<file path="config.mk">
export PLATFORM = sky130hd
export DESIGN_NAME = serial_fa_accum
export DESIGN_NICKNAME = d
export VERILOG_FILES = /design/src/rtl/neuron_pkg.sv /design/src/rtl/fa_cell.sv /design/src/rtl/serial_fa_accum.sv
export SDC_FILE = /design/constraint.sdc
export NUM_CORES = 1
export LEC_CHECK = 0
export ABC_CLOCK_PERIOD_IN_PS = 4200
export BUFFER_PORTS_ARGS = -buffer_cell sky130_fd_sc_hd__clkbuf_2
export CAP_MARGIN = 5
export CORE_MARGIN = 10
export CORE_UTILIZATION = 50
export DETAILED_ROUTE_END_ITERATION = 10
export GPL_ROUTABILITY_DRIVEN = 1
export HOLD_SLACK_MARGIN = 0.06
export PLACE_DENSITY = 0.72
export SYNTH_ARGS = -nofsm -noshare
export SYNTH_HDL_FRONTEND = slang
export SYNTH_SLANG_ARGS = --single-unit
</file>
<file path="constraint.sdc">
create_clock -name clk -period 4.2 [get_ports clk]
set_input_delay 0.21 -clock clk [delete_from_list [all_inputs] [get_ports clk]]
set_output_delay 0.21 -clock clk [all_outputs]
set_load 0.005 [all_outputs]
</file>
<file path="src/rtl/neuron_pkg.sv">
// Shared types for the bit-serial neuron datapath: operation modes and FSM states.
package neuron_pkg;

  typedef enum logic [1:0] {
    MODE_ADD = 2'b00,
    MODE_SUB = 2'b01,
    MODE_ACC = 2'b10,
    MODE_CLR = 2'b11
  } fa_mode_e;

  typedef enum logic [1:0] {
    ST_IDLE  = 2'b00,
    ST_SHIFT = 2'b01,
    ST_DONE  = 2'b10
  } fa_state_e;

endpackage

</file>
<file path="src/rtl/fa_cell.sv">
// Single-bit combinational full adder; the only arithmetic element of the serial datapath.
module fa_cell (
  input  logic a_i,
  input  logic b_i,
  input  logic ci_i,
  output logic s_o,
  output logic co_o
);

  assign s_o  = a_i ^ b_i ^ ci_i;
  assign co_o = (a_i & b_i) | (ci_i & (a_i ^ b_i));

endmodule

</file>
<file path="src/rtl/serial_fa_accum.sv">
// Bit-serial add/subtract/accumulate unit, LSB first over W cycles, with a membrane accumulator.
// Handshake: a transfer happens on a rising edge where valid && ready; in_ready is high only in
// IDLE, out_valid only in DONE, and sum/cout hold steady until the output transfer completes.
module serial_fa_accum
  import neuron_pkg::*;
#(
  parameter int W   = 8,
  parameter bit SAT = 1'b1
) (
  input  logic         clk,
  input  logic         rst,
  input  logic         in_valid,
  output logic         in_ready,
  input  logic [1:0]   mode,
  input  logic [W-1:0] a,
  input  logic [W-1:0] b,
  output logic         out_valid,
  input  logic         out_ready,
  output logic [W-1:0] sum,
  output logic         cout,
  output logic [W-1:0] acc
);

  localparam int CW = $clog2(W);
  localparam logic [CW-1:0] LAST = CW'(W - 1);

  fa_state_e      state_q, state_d;
  fa_mode_e       mode_q, mode_d;
  fa_mode_e       mode_in;
  logic [CW-1:0]  cnt_q, cnt_d;
  logic [W-1:0]   opa_q, opa_d;
  logic [W-1:0]   opb_q, opb_d;
  logic [W-1:0]   res_q, res_d;
  logic           carry_q, carry_d;
  logic [W-1:0]   sum_q, sum_d;
  logic           cout_q, cout_d;
  logic [W-1:0]   acc_q, acc_d;
  logic           fa_s, fa_c;
  logic [W-1:0]   final_w;

  fa_cell u_fa (
    .a_i  (opa_q[0]),
    .b_i  (opb_q[0]),
    .ci_i (carry_q),
    .s_o  (fa_s),
    .co_o (fa_c)
  );

  assign mode_in = fa_mode_e'(mode);
  // Result word as it stands once the current bit has been shifted in at the MSB.
  assign final_w = {fa_s, res_q[W-1:1]};

  always_comb begin
    state_d = state_q;
    mode_d  = mode_q;
    cnt_d   = cnt_q;
    opa_d   = opa_q;
    opb_d   = opb_q;
    res_d   = res_q;
    carry_d = carry_q;
    sum_d   = sum_q;
    cout_d  = cout_q;
    acc_d   = acc_q;
    unique case (state_q)
      ST_IDLE: begin
        if (in_valid) begin
          if (mode_in == MODE_CLR) begin
            acc_d   = '0;
            sum_d   = '0;
            cout_d  = 1'b0;
            state_d = ST_DONE;
          end else begin
            mode_d = mode_in;
            opa_d  = a;
            unique case (mode_in)
              MODE_ADD: opb_d = b;
              MODE_SUB: opb_d = ~b;
              default:  opb_d = acc_q;
            endcase
            // Subtraction is a + ~b + 1: the +1 enters through the initial carry.
            carry_d = (mode_in == MODE_SUB);
            cnt_d   = '0;
            state_d = ST_SHIFT;
          end
        end
      end
      ST_SHIFT: begin
        opa_d   = {1'b0, opa_q[W-1:1]};
        opb_d   = {1'b0, opb_q[W-1:1]};
        res_d   = final_w;
        carry_d = fa_c;
        cnt_d   = cnt_q + CW'(1);
        if (cnt_q == LAST) begin
          cnt_d   = '0;
          state_d = ST_DONE;
          sum_d   = final_w;
          cout_d  = fa_c;
          if (mode_q == MODE_ACC) begin
            if (SAT && fa_c) begin
              acc_d = '1;
              sum_d = '1;
            end else begin
              acc_d = final_w;
            end
          end
        end
      end
      ST_DONE: begin
        if (out_ready) state_d = ST_IDLE;
      end
      default: state_d = ST_IDLE;
    endcase
  end

  always_ff @(posedge clk or posedge rst) begin
    if (rst) begin
      state_q <= ST_IDLE;
      mode_q  <= MODE_ADD;
      cnt_q   <= '0;
      opa_q   <= '0;
      opb_q   <= '0;
      res_q   <= '0;
      carry_q <= 1'b0;
      sum_q   <= '0;
      cout_q  <= 1'b0;
      acc_q   <= '0;
    end else begin
      state_q <= state_d;
      mode_q  <= mode_d;
      cnt_q   <= cnt_d;
      opa_q   <= opa_d;
      opb_q   <= opb_d;
      res_q   <= res_d;
      carry_q <= carry_d;
      sum_q   <= sum_d;
      cout_q  <= cout_d;
      acc_q   <= acc_d;
    end
  end

  assign in_ready  = (state_q == ST_IDLE);
  assign out_valid = (state_q == ST_DONE);
  assign sum       = sum_q;
  assign cout      = cout_q;
  assign acc       = acc_q;

endmodule

</file>
---- Word level (Yosys, flattened, before mapping) ----
Index checks and enable logic that the tools add are counted.
storage, ports and cells
  register bits ........................... 49
  output and inout port bits .............. 19
  logic and storage cells ................. 70
cells by class
  $add $sub $neg .......................... 1
  equality and inequality tests ........... 12
  mux-type cells .......................... 32
  bitwise operators ....................... 7
  reductions and logical operators ........ 8
operators with widths
  cell                                                 count
  2-to-1 mux 8 bit                                     11
  case mux 8 bit (2 select lines)                      5
  2-to-1 mux 3 bit                                     3
  AND reduction 3 bit                                  3
  2-to-1 mux 2 bit                                     4
  != test 2 bit, second input constant                 4
  inverter 8 bit                                       1
  equality test 2 bit, second input constant           3
  case mux 2 bit (3 select lines)                      1
  case mux 3 bit (2 select lines)                      1
  2-to-1 mux 1 bit                                     5
  AND reduction 5 bit                                  1
  equality test 2 x 1 -> 1 bit, second input constant  2
  zero test 2 bit                                      2
  != test 2 x 1 -> 1 bit, second input constant        2
  case mux 1 bit (2 select lines)                      2
  AND reduction 4 bit                                  1
  adder 3 x 1 -> 3 bit, second input constant          1
  equality test 3 bit, second input constant           1
  bitwise AND 1 bit                                    2
  nonzero test 2 bit                                   1
  XOR 1 bit                                            2
  inverter 1 bit                                       1
  OR 1 bit                                             1

---- Logic depth before layout (Yosys ltp) ----
Gate-level depths: netlist of run 1.
  depth after elaboration ................. 7
  depth in mapped cells ................... 7

---- Modules after synthesis ----
A second synthesis of run 1 with hierarchy kept.
unflattened totals
  cell total of the unflattened synthesis .. 226
  area total of the unflattened synthesis .. 2438.6 um^2
modules (own cells, without submodules)
  module           times used  cells an instance  area an instance (um^2)  seq. area each (um^2)
  serial_fa_accum  1           225                2418.6                   1201.2
  fa_cell          1           1                  20.0                     0.0

---- Worst setup path after synthesis of run 1 ----
No wires, ideal clock.
  kind .................................... reg2reg
  start point ............................. register cnt_q[0]
  end point ............................... register sum_q[0] (netlist: sum[0])
  setup time .............................. 0.080 ns
  data arrival time ....................... 1.433 ns
  data required time ...................... 4.120 ns
  slack ................................... 2.688 ns
  cell stages (with the launch flop) ...... 6
  period minus slack after synthesis ...... 1.512 ns
  path through ............................ dfrtp_1 > ha_1 > ha_1 > nand3b_2 > o21bai_1 > a2bb2oi_1
between the ends
  longest elaborated chain between the ends .. 3
ends and longest elaborated chain
  item                           line                    source
  start, declared                serial_fa_accum.sv:30   logic [CW-1:0] cnt_q, cnt_d;
  start signal, assigned         serial_fa_accum.sv:130  cnt_q <= cnt_d;
  equality test 3 bit            serial_fa_accum.sv:93   if (cnt_q == LAST) begin
  != test 2 bit (no line)        n/a
  AND reduction 4 bit (no line)  n/a
  end signal, assigned           serial_fa_accum.sv:135  sum_q <= sum_d;
  end, declared                  serial_fa_accum.sv:35   logic [W-1:0] sum_q, sum_d;
No other way between the ends.
A chain may end at the register's enable or synchronous reset.

---- Worst setup path in the final report of run 1 ----
  start point ............................. register state_q[0]
  end point ............................... register carry_q
between the ends
  longest elaborated chain between the ends .. 3
  elaborated cells between the ends (all ways) .. 7
  classes of those cells .................. eq/ne (3); mux (1); reduce/logical (3)
ends and longest elaborated chain
  item                                                                    line                    source
  start, declared                                                         serial_fa_accum.sv:27   fa_state_e state_q, state_d;
  start signal, assigned                                                  serial_fa_accum.sv:128  state_q <= state_d;
  zero test 2 bit / equality test 2 x 1 -> 1 bit (equally long branches)  serial_fa_accum.sv:64   unique case (state_q)
  != test 2 bit (no line) / nonzero test 2 bit (equally long branches)    n/a
  AND reduction 3 bit (no line)                                           n/a
  end signal, assigned                                                    serial_fa_accum.sv:134  carry_q <= carry_d;
  end, declared                                                           serial_fa_accum.sv:34   logic carry_q, carry_d;
Parallel ways exist; a longest one is shown, timed or not.

==> results of run 1 <==
## critical path: cells and delay by family (launching register included)
family | cells | cell delay [ns]
and+or+nand+nor | 1 | 0.52
AOI/OAI and AO/OA | 2 | 0.51
DFF | 1 | 0.49
buffers and inverters | 1 | 0.33
## per-stage QoR
step	hold slack, ns	total power (W)
final	0.121	0.00211
after global routing	0.128	0.00228
after CTS	0.133	0.00212
after detailed placement	0.448	0.00167
after global placement	0.446	0.00165
after floorplan	0.343	0.00146
## cell usage in the layout, fill, tap and decap left out, drive strengths merged, types with 4 or more instances in the layout
cell,n
a2bb2oi,8
dfrtp,48
clkbuf,45
o221a,7
nand2,27
mux2i,12
a22o,4
o21ai,21
inv,17
xor2,7
nand2b,12
## flip-flops by register name, summed over array words and instances (netlist names), 2 cells and up
register,count
cnt_q,3
res_q,7
state_q,2
acc,8
mode_q,2
opa_q,8
opb_q,8
sum,8
## power breakdown
group	switching, W	total (W)	internal, W
sequential	0.000156	0.000833	0.000677
clock	0.000158	0.000456	0.000298
combinational	0.000437	0.000821	0.000384
## worst max path at each step
stage	from	endpoint	slack, ns	cells past startpoint
floorplan	cnt_q[0]$_DFFE_PP0P_	sum[0]$_DFFE_PP0P_	2.69	5
global placement	state_q[0]$_DFFE_PP0P_	carry_q$_DFFE_PP0P_	2.31	4
detailed placement	state_q[0]$_DFFE_PP0P_	carry_q$_DFFE_PP0P_	2.24	4
CTS	state_q[0]$_DFFE_PP0P_	carry_q$_DFFE_PP0P_	2.25	4
global route	state_q[0]$_DFFE_PP0P_	opa_q[1]$_DFFE_PP0P_	2.07	4
finish	state_q[0]$_DFFE_PP0P_	carry_q$_DFFE_PP0P_	2.24	4
## layer usage
metal,up-vias,GRT usage
li1,841,-
met1,808,0.195
met2,40,0.192
met3,4,0.0515
met4,0,0.0573
met5,-,0
## area by class of cell
class	count	area (um^2)	share of cell area
sequential	48	1200	0.444
multi-input combinational	139	1000	0.371
timing repair buffer	41	208	0.0769
clock inverter	3	90.1	0.0333
clock buffer	5	68.8	0.0255
inverter	17	66.3	0.0245
tap	52	65.1	0.0241
## kinds of logic after synthesis
| logic type | synth area share |
|---|---|
| multiplexers | 0.0602 |
| AO/OA/AOI/OAI | 0.200 |
| AND/OR/NAND/NOR | 0.114 |
| XOR/XNOR | 0.0296 |
| adder cells (fa/ha/maj) | 0.0190 |
| flip-flops | 0.507 |
| buffers and inverters | 0.0703 |
==> impl_metrics.ini, run 1 <==
[route]
dr.pass1.iters = 5
met3WireLength_um = 355
drc = 0
wl_met2_mm = 2.15
antenna_left = 0
wl_met1_mm = 2.50
drt_iter0_markers = 161
wl_per_cell_um = 16.6
vias_per_cell = 5.55
totalWireLength_mm = 5.07
top_layer_used = met4
vias = 1693

[critical_path]
arrival_ns = 2.15
critPathRequiredTime_ns = 4.39
critPathKind = flop to flop
rr_worst_depth = 4
critPathMaxFanout = 19
worstReg2RegStart = state_q[0]$_DFFE_PP0P_
crit_chain = nor2b_2 -> buf_4 -> a21oi_2 -> a221o_1
slowest_delay_ns = 0.52
endpoint_kind = flop
r2r_end = carry_q$_DFFE_PP0P_
ff2ff_setup_slack_ns = 2.24
critical_path.slowest_cell = nor2b_2
crit_path_start_kind = flop

[layout]
nets = 277
fillers = 374
final_area_um2 = 2700
drive_above_1_share = 0.261
fin_util = 0.604
fin_cells = 305
syn_to_final_growth_pct = 14.1
diodes = 0

[yosys]
ys_seq_area_frac = 0.507
netlist_top_cells_count = dfrtp_1 (48), nand2_1 (27), o21ai_0 (21), inv_1 (16)
ys.flop_type = dfrtp_1
yosys-top-cells-area = dfrtp_1 (51%), mux2i_1 (5.1%), o21ai_0 (4.4%)
syn_nets = 243
synth_largest_area_cell = dfrtp_1
synth_top_area_share = 0.507
synth_edf_count = 0
netlist_area_um2 = 2370
synthArstFlopShare = 1.00
synth.most_common_cell = dfrtp_1
syn_inst = 218
synth.distinct_cells = 41
yosys_warnings = 0
syn_avg_cell_area_um2 = 10.9
ys_ff_latch = 48

[job]
drv_cap = 0

[clocking]
cts_buffer_depth = 2
cts_tree = done
insertion_delay_ns = 0.31
clock_sinks = 48
root_buffer = clkbuf_8
cts_resized = 0
htreeDepth = 2
clk_pin_slew_ns = 0.08
cts_buffers = 5
post-cts-setup-buffers = 0
cts_hold_buf = 0

[grt]
grt_pass1_vias = 1716
grt_max_degree = 49
grt_pass1_wl_mm = 8.56
grt_util_all_layers = 0.141
grt.overflow.total = 0
antenna_found_initial = 0

[floorplan]
fp.dieH_um = 88.8
die_w_um = 88.8
start_util = 0.529
coreArea_um2 = 4470
top_level_ports = 41
die-area_um2 = 7890
fp-row-count = 24

[place]
dp_slack_ns = 2.24
dpl.hpwl_mm = 3.62
dpl_cell_area_um2 = 2540
placedCellCount = 297
finalWeightedCongestion = 0.777
port_buffers = 40

[timing]
setup_tns_ns = 0
max_slew_margin = 0.336
layout_setup_ws_ns = 2.24
skew_ns = 0.00600
slew_violations = 0
period_minus_slack_ns = 1.96
hold_violations = 0
finalCritPeriodShare = 0.467
setup_viol = 0
worstMarginPinSlew_ns = 0.994
grt_setup_unrepaired = no
fmax_mhz = 510

[power_and_ir_drop]
p_per_area_nw_per_um2 = 780
p_leak_nw = 1.31
ir_drop_mv = 0.290

[min_path]
hold_class = input pin to async pin

[run_status]
status = complete, no violations
Power figures use the tool's default switching activity.
==> run 2: changes to the inputs <==
--- a/config.mk
+++ b/config.mk
@@ -5,7 +5,7 @@
 export SDC_FILE = /design/constraint.sdc
 export NUM_CORES = 1
 export LEC_CHECK = 0
-export ABC_CLOCK_PERIOD_IN_PS = 4200
+export ABC_CLOCK_PERIOD_IN_PS = 1900
 export BUFFER_PORTS_ARGS = -buffer_cell sky130_fd_sc_hd__clkbuf_2
 export CAP_MARGIN = 5
 export CORE_MARGIN = 10
==> constraint.sdc (replaced) <==
create_clock -name clk -period 1.9 [get_ports clk]
set_input_delay 0.095 -clock clk [delete_from_list [all_inputs] [get_ports clk]]
set_output_delay 0.095 -clock clk [all_outputs]
set_load 0.005 [all_outputs]
==> impl_metrics.ini, run 2 (synthesized netlist as in run 1, its figures left out) <==
[grt]
antenna_found_initial = 0
grt_max_degree = 27
grt.overflow.total = 0
grt_pass1_vias = 1808
grt_pass1_wl_mm = 8.86
grt_util_all_layers = 0.142

[timing]
finalCritPeriodShare = 0.907
hold_violations = 0
grt_setup_unrepaired = no
setup_viol = 0
period_minus_slack_ns = 1.72
skew_ns = 0.00720
max_slew_margin = 0.601
slew_violations = 0
worstMarginPinSlew_ns = 0.598
fmax_mhz = 580
layout_setup_ws_ns = 0.176
setup_tns_ns = 0

[critical_path]
critPathKind = flop to flop
arrival_ns = 1.91
crit_path_start_kind = flop
critPathMaxFanout = 10
endpoint_kind = flop
critPathRequiredTime_ns = 2.08

[place]
dp_slack_ns = 0.180
dpl.hpwl_mm = 3.84
finalWeightedCongestion = 0.862
placedCellCount = 304
port_buffers = 40

[layout]
fin_cells = 319
drive_above_1_share = 0.270
nets = 291
diodes = 0
syn_to_final_growth_pct = 17.3
layout_commonest_cell = dfrtp_1
layout_common_cells = dfrtp_1 (48), clkbuf_2 (40), nand2_1 (27), o21ai_0 (21), inv_1 (15)

[clocking]
cts_buffers = 5
cts_buffer_depth = 2
cts_tree = done
clk_pin_slew_ns = 0.09
insertion_delay_ns = 0.30
htreeDepth = 2
root_buffer = clkbuf_8
cts_resized = 0
clock_sinks = 48

[floorplan]
fp-row-count = 24
die-area_um2 = 7890
fp.dieH_um = 88.8
die_w_um = 88.8
coreArea_um2 = 4470
start_util = 0.529
top_level_ports = 41

[job]
drv_cap = 0

[power_and_ir_drop]
ir_drop_mv = 0.653
p_leak_nw = 1.35
p_per_area_nw_per_um2 = 1590
p_total_w = 0.00442

[run_status]
status = complete, no violations

[route]
antenna_left = 0
drt_iter0_markers = 106
vias_per_cell = 5.49
dr.pass1.iters = 4
vias = 1750
wl_per_cell_um = 16.6
totalWireLength_mm = 5.31
drc = 0

[min_path]
hold_class = input pin to flop
-- run 2: cell types whose count changed in the layout (fill, tap and decap cells not counted), sizes merged --
cell,before,now
clkbuf,45,48
buf,1,9
bufinv,3,0
dlygate4sd3,0,6
-- run 2: area by class of cell --
cell class,instances,area (um^2)
multi-input combinational,139,1000
clock buffer,8,90.1
inverter,17,66.3
fill,363,1700
timing repair buffer,55,353
tap,52,65.1
sequential,48,1200
-- run 2: layer usage --
metal,wire (um),up-vias,global-route usage
li1,-,858,-
met1,2620,843,0.198
met2,2290,43,0.203
met3,342,6,0.0478
met4,58,0,0.0426
met5,0,-,0
-- run 2: path summary, 6_finish.rpt --
check	to	slack [ns]	depth (start not counted)	startpoint
min in group asynchronous	cnt_q[2]$_DFFE_PP0P_	0.36	3	rst
worst min register to register	opa_q[7]$_DFFE_PP0P_	0.51	1	opa_q[7]$_DFFE_PP0P_
worst max register to register	sum[3]$_DFFE_PP0P_	0.18	5	cnt_q[0]$_DFFE_PP0P_
max in group asynchronous	opb_q[4]$_DFFE_PP0P_	1.03	4	rst
worst max-delay path	sum[3]$_DFFE_PP0P_	0.18	5	cnt_q[0]$_DFFE_PP0P_
worst min-delay path	opa_q[1]$_DFFE_PP0P_	0.06	2	a[1]
-- run 2: worst max-delay path, cell delays in order (launching register included) --
cell	delay (ns)
dfrtp_1	0.38
ha_1	0.16
ha_1	0.25
nand3b_2	0.25
o21bai_1	0.37
a2bb2oi_1	0.19
-- run 2: timing repair --
item	4_1_cts	5_1_grt
hold endpoints to repair	26	1
hold buffers	5	1
setup endpoints to repair	0	1
buffers inserted	0	1
-- run 2: metrics by stage --
step | utilization | instance area [um^2] | hold WS, ns
2_1_floorplan | - | 2370 | 0.228
3_3_place_gp | 0.583 | 2610 | 0.140
3_5_place_dp | 0.583 | 2610 | 0.149
4_1_cts | 0.614 | 2750 | 0.0609
5_1_grt | 0.621 | 2780 | 0.0694
6_report | 0.621 | 2780 | 0.0614
-- run 2: power breakdown --
part	switching [W]	leakage (nW)	internal (W)
registers	0.000333	0.594	0.00150
clock network	0.000331	0.0455	0.000297
logic	0.00102	0.708	0.000936
total	0.00169	1.35	0.00273
==> run 3: changes to the inputs <==
--- a/config.mk
+++ b/config.mk
@@ -6,7 +6,7 @@
 export NUM_CORES = 1
 export LEC_CHECK = 0
 export ABC_CLOCK_PERIOD_IN_PS = 1900
-export BUFFER_PORTS_ARGS = -buffer_cell sky130_fd_sc_hd__clkbuf_2
+export BUFFER_PORTS_ARGS = -buffer_cell sky130_fd_sc_hd__buf_2
 export CAP_MARGIN = 5
 export CORE_MARGIN = 10
 export CORE_UTILIZATION = 50
==> impl_metrics.ini, run 3 (synthesized netlist as in run 1, its figures left out) <==
[timing]
slew_violations = 0
skew_ns = 0.00954
layout_setup_ws_ns = 0.266
setup_tns_ns = 0
grt_setup_unrepaired = no
worstMarginPinSlew_ns = 0.611
fmax_mhz = 612
setup_viol = 0
max_slew_margin = 0.592
hold_violations = 0
finalCritPeriodShare = 0.860
period_minus_slack_ns = 1.63

[critical_path]
critPathMaxFanout = 8
worstReg2RegStart = cnt_q[0]$_DFFE_PP0P_
cp_common_cell = ha_1
critPathBufInv = 0
critPathKind = flop to flop
endpoint_kind = flop
critPathRequiredTime_ns = 2.13
crit_path_start_kind = flop
critical_path.slowest_cell = dfrtp_1
crit_family = adder cells
crit_chain = ha_1 -> ha_1 -> nand3b_2 -> o22ai_4 -> mux2i_1
arrival_ns = 1.87
startpoint = cnt_q[0]$_DFFE_PP0P_
slowest_delay_ns = 0.38

[grt]
grt_pass1_vias = 1812
grt.overflow.total = 0
grt_max_degree = 21
antenna_found_initial = 0
grt_pass1_wl_mm = 9.12
grt_util_all_layers = 0.147

[clocking]
cts_buffers = 5
clk_pin_slew_ns = 0.09
cts_buffer_depth = 2
clock_sinks = 48
cts_tree = done
insertion_delay_ns = 0.31
root_buffer = clkbuf_8
post-cts-setup-buffers = 0
htreeDepth = 2

[run_status]
status = complete, no violations

[floorplan]
start_util = 0.529
top_level_ports = 41
fp.dieH_um = 88.8
fp-row-count = 24
coreArea_um2 = 4470
die_w_um = 88.8
die-area_um2 = 7890

[layout]
layout_commonest_cell = dfrtp_1
final_area_um2 = 2800
fin_util = 0.625
layout_common_cells = dfrtp_1 (48), buf_2 (40), nand2_1 (27), o21ai_0 (21), inv_1 (15)
drive_above_1_share = 0.272
nets = 292
syn_to_final_growth_pct = 18.1
diodes = 0

[route]
antenna_left = 0
wl_met2_mm = 2.37
totalWireLength_mm = 5.35
met3WireLength_um = 459
dr.pass1.iters = 6
vias_per_cell = 5.58
drc = 0
vias = 1784
wl_per_cell_um = 16.7
wl_met1_mm = 2.46
top_layer_used = met4
drt_iter0_markers = 141

[power_and_ir_drop]
switching_share = 0.374
p_comb_frac = 0.420
p_per_area_nw_per_um2 = 1620
switchingPower_w = 0.00170
seq_power_share = 0.407
p_leak_nw = 1.36
ir_drop_mv = 0.860
pwr-share-clk = 0.173
intPower_w = 0.00284

[min_path]
hp-start = a[6]
hold_class = input pin to flop

[place]
dpl.hpwl_mm = 3.85
dpl_cell_area_um2 = 2600
finalWeightedCongestion = 0.821
port_buffers = 40
dp_slack_ns = 0.288

[job]
drv_cap = 0
-- run 3: cell types whose count changed in the layout (fill, tap and decap cells not counted), sizes merged --
cell,delta
dlygate4sd3,+2
bufinv,+1
buf,+39
clkbuf,-42
clkinv,+1
-- run 3: through the flow --
stage,hold slack (ns),total power (W),std cells
finish,0.0640,0.00454,320
detailed placement,0.0963,0.00377,304
CTS,0.0650,0.00457,320
floorplan,0.228,0.00322,218
global route,0.0695,0.00491,320
global placement,0.0920,0.00372,304
-- run 3: worst paths after layout --
path / to / slack [ns] / cells after the start
max in group asynchronous: opb_q[1]$_DFFE_PP0P_ / 1.05 / 4
min reg2reg: mode_q[0]$_DFFE_PP0P_ / 0.51 / 1
max: acc[1]$_DFFE_PP0P_ / 0.27 / 5
min: opa_q[6]$_DFFE_PP0P_ / 0.06 / 2
max reg2reg: acc[1]$_DFFE_PP0P_ / 0.27 / 5
min in group asynchronous: sum[0]$_DFFE_PP0P_ / 0.29 / 3
-- run 3: final cells by class --
type	count	area [um^2]
Tap cell	52	65.1
Clock inverter	2	38.8
Fill cell	377	1680
Sequential cell	48	1200
Inverter	17	66.3
Multi-Input combinational cell	139	1000
Clock buffer	6	82.6
Timing Repair Buffer	56	340
-- run 3: per-layer routing --
metal | vias up | track usage
li1 | 867 | -
met2 | 66 | 0.211
met1 | 844 | 0.203
met4 | 0 | 0.0396
met5 | - | 0
met3 | 7 | 0.0542
-- run 3: worst reg2reg max path: stages (launching register included) --
cell	delay, ns
dfrtp_1	0.38
ha_1	0.16
ha_1	0.28
nand3b_2	0.16
o22ai_4	0.34
mux2i_1	0.25
-- run 3: power by group through the flow --
stage	combinational, W	clock (W)	sequential (W)
2_1_floorplan	0.00147	0	0.00175
3_3_place_gp	0.00188	0	0.00185
3_5_place_dp	0.00191	0	0.00186
4_1_cts	0.00193	0.000793	0.00185
5_1_grt	0.00216	0.000843	0.00191
6_report	0.00191	0.000784	0.00185
-- run 3: what timing repair did --
item	CTS	global route
hold buffers	8	0
hold endpoints to repair	23	0
resized for setup	0	0
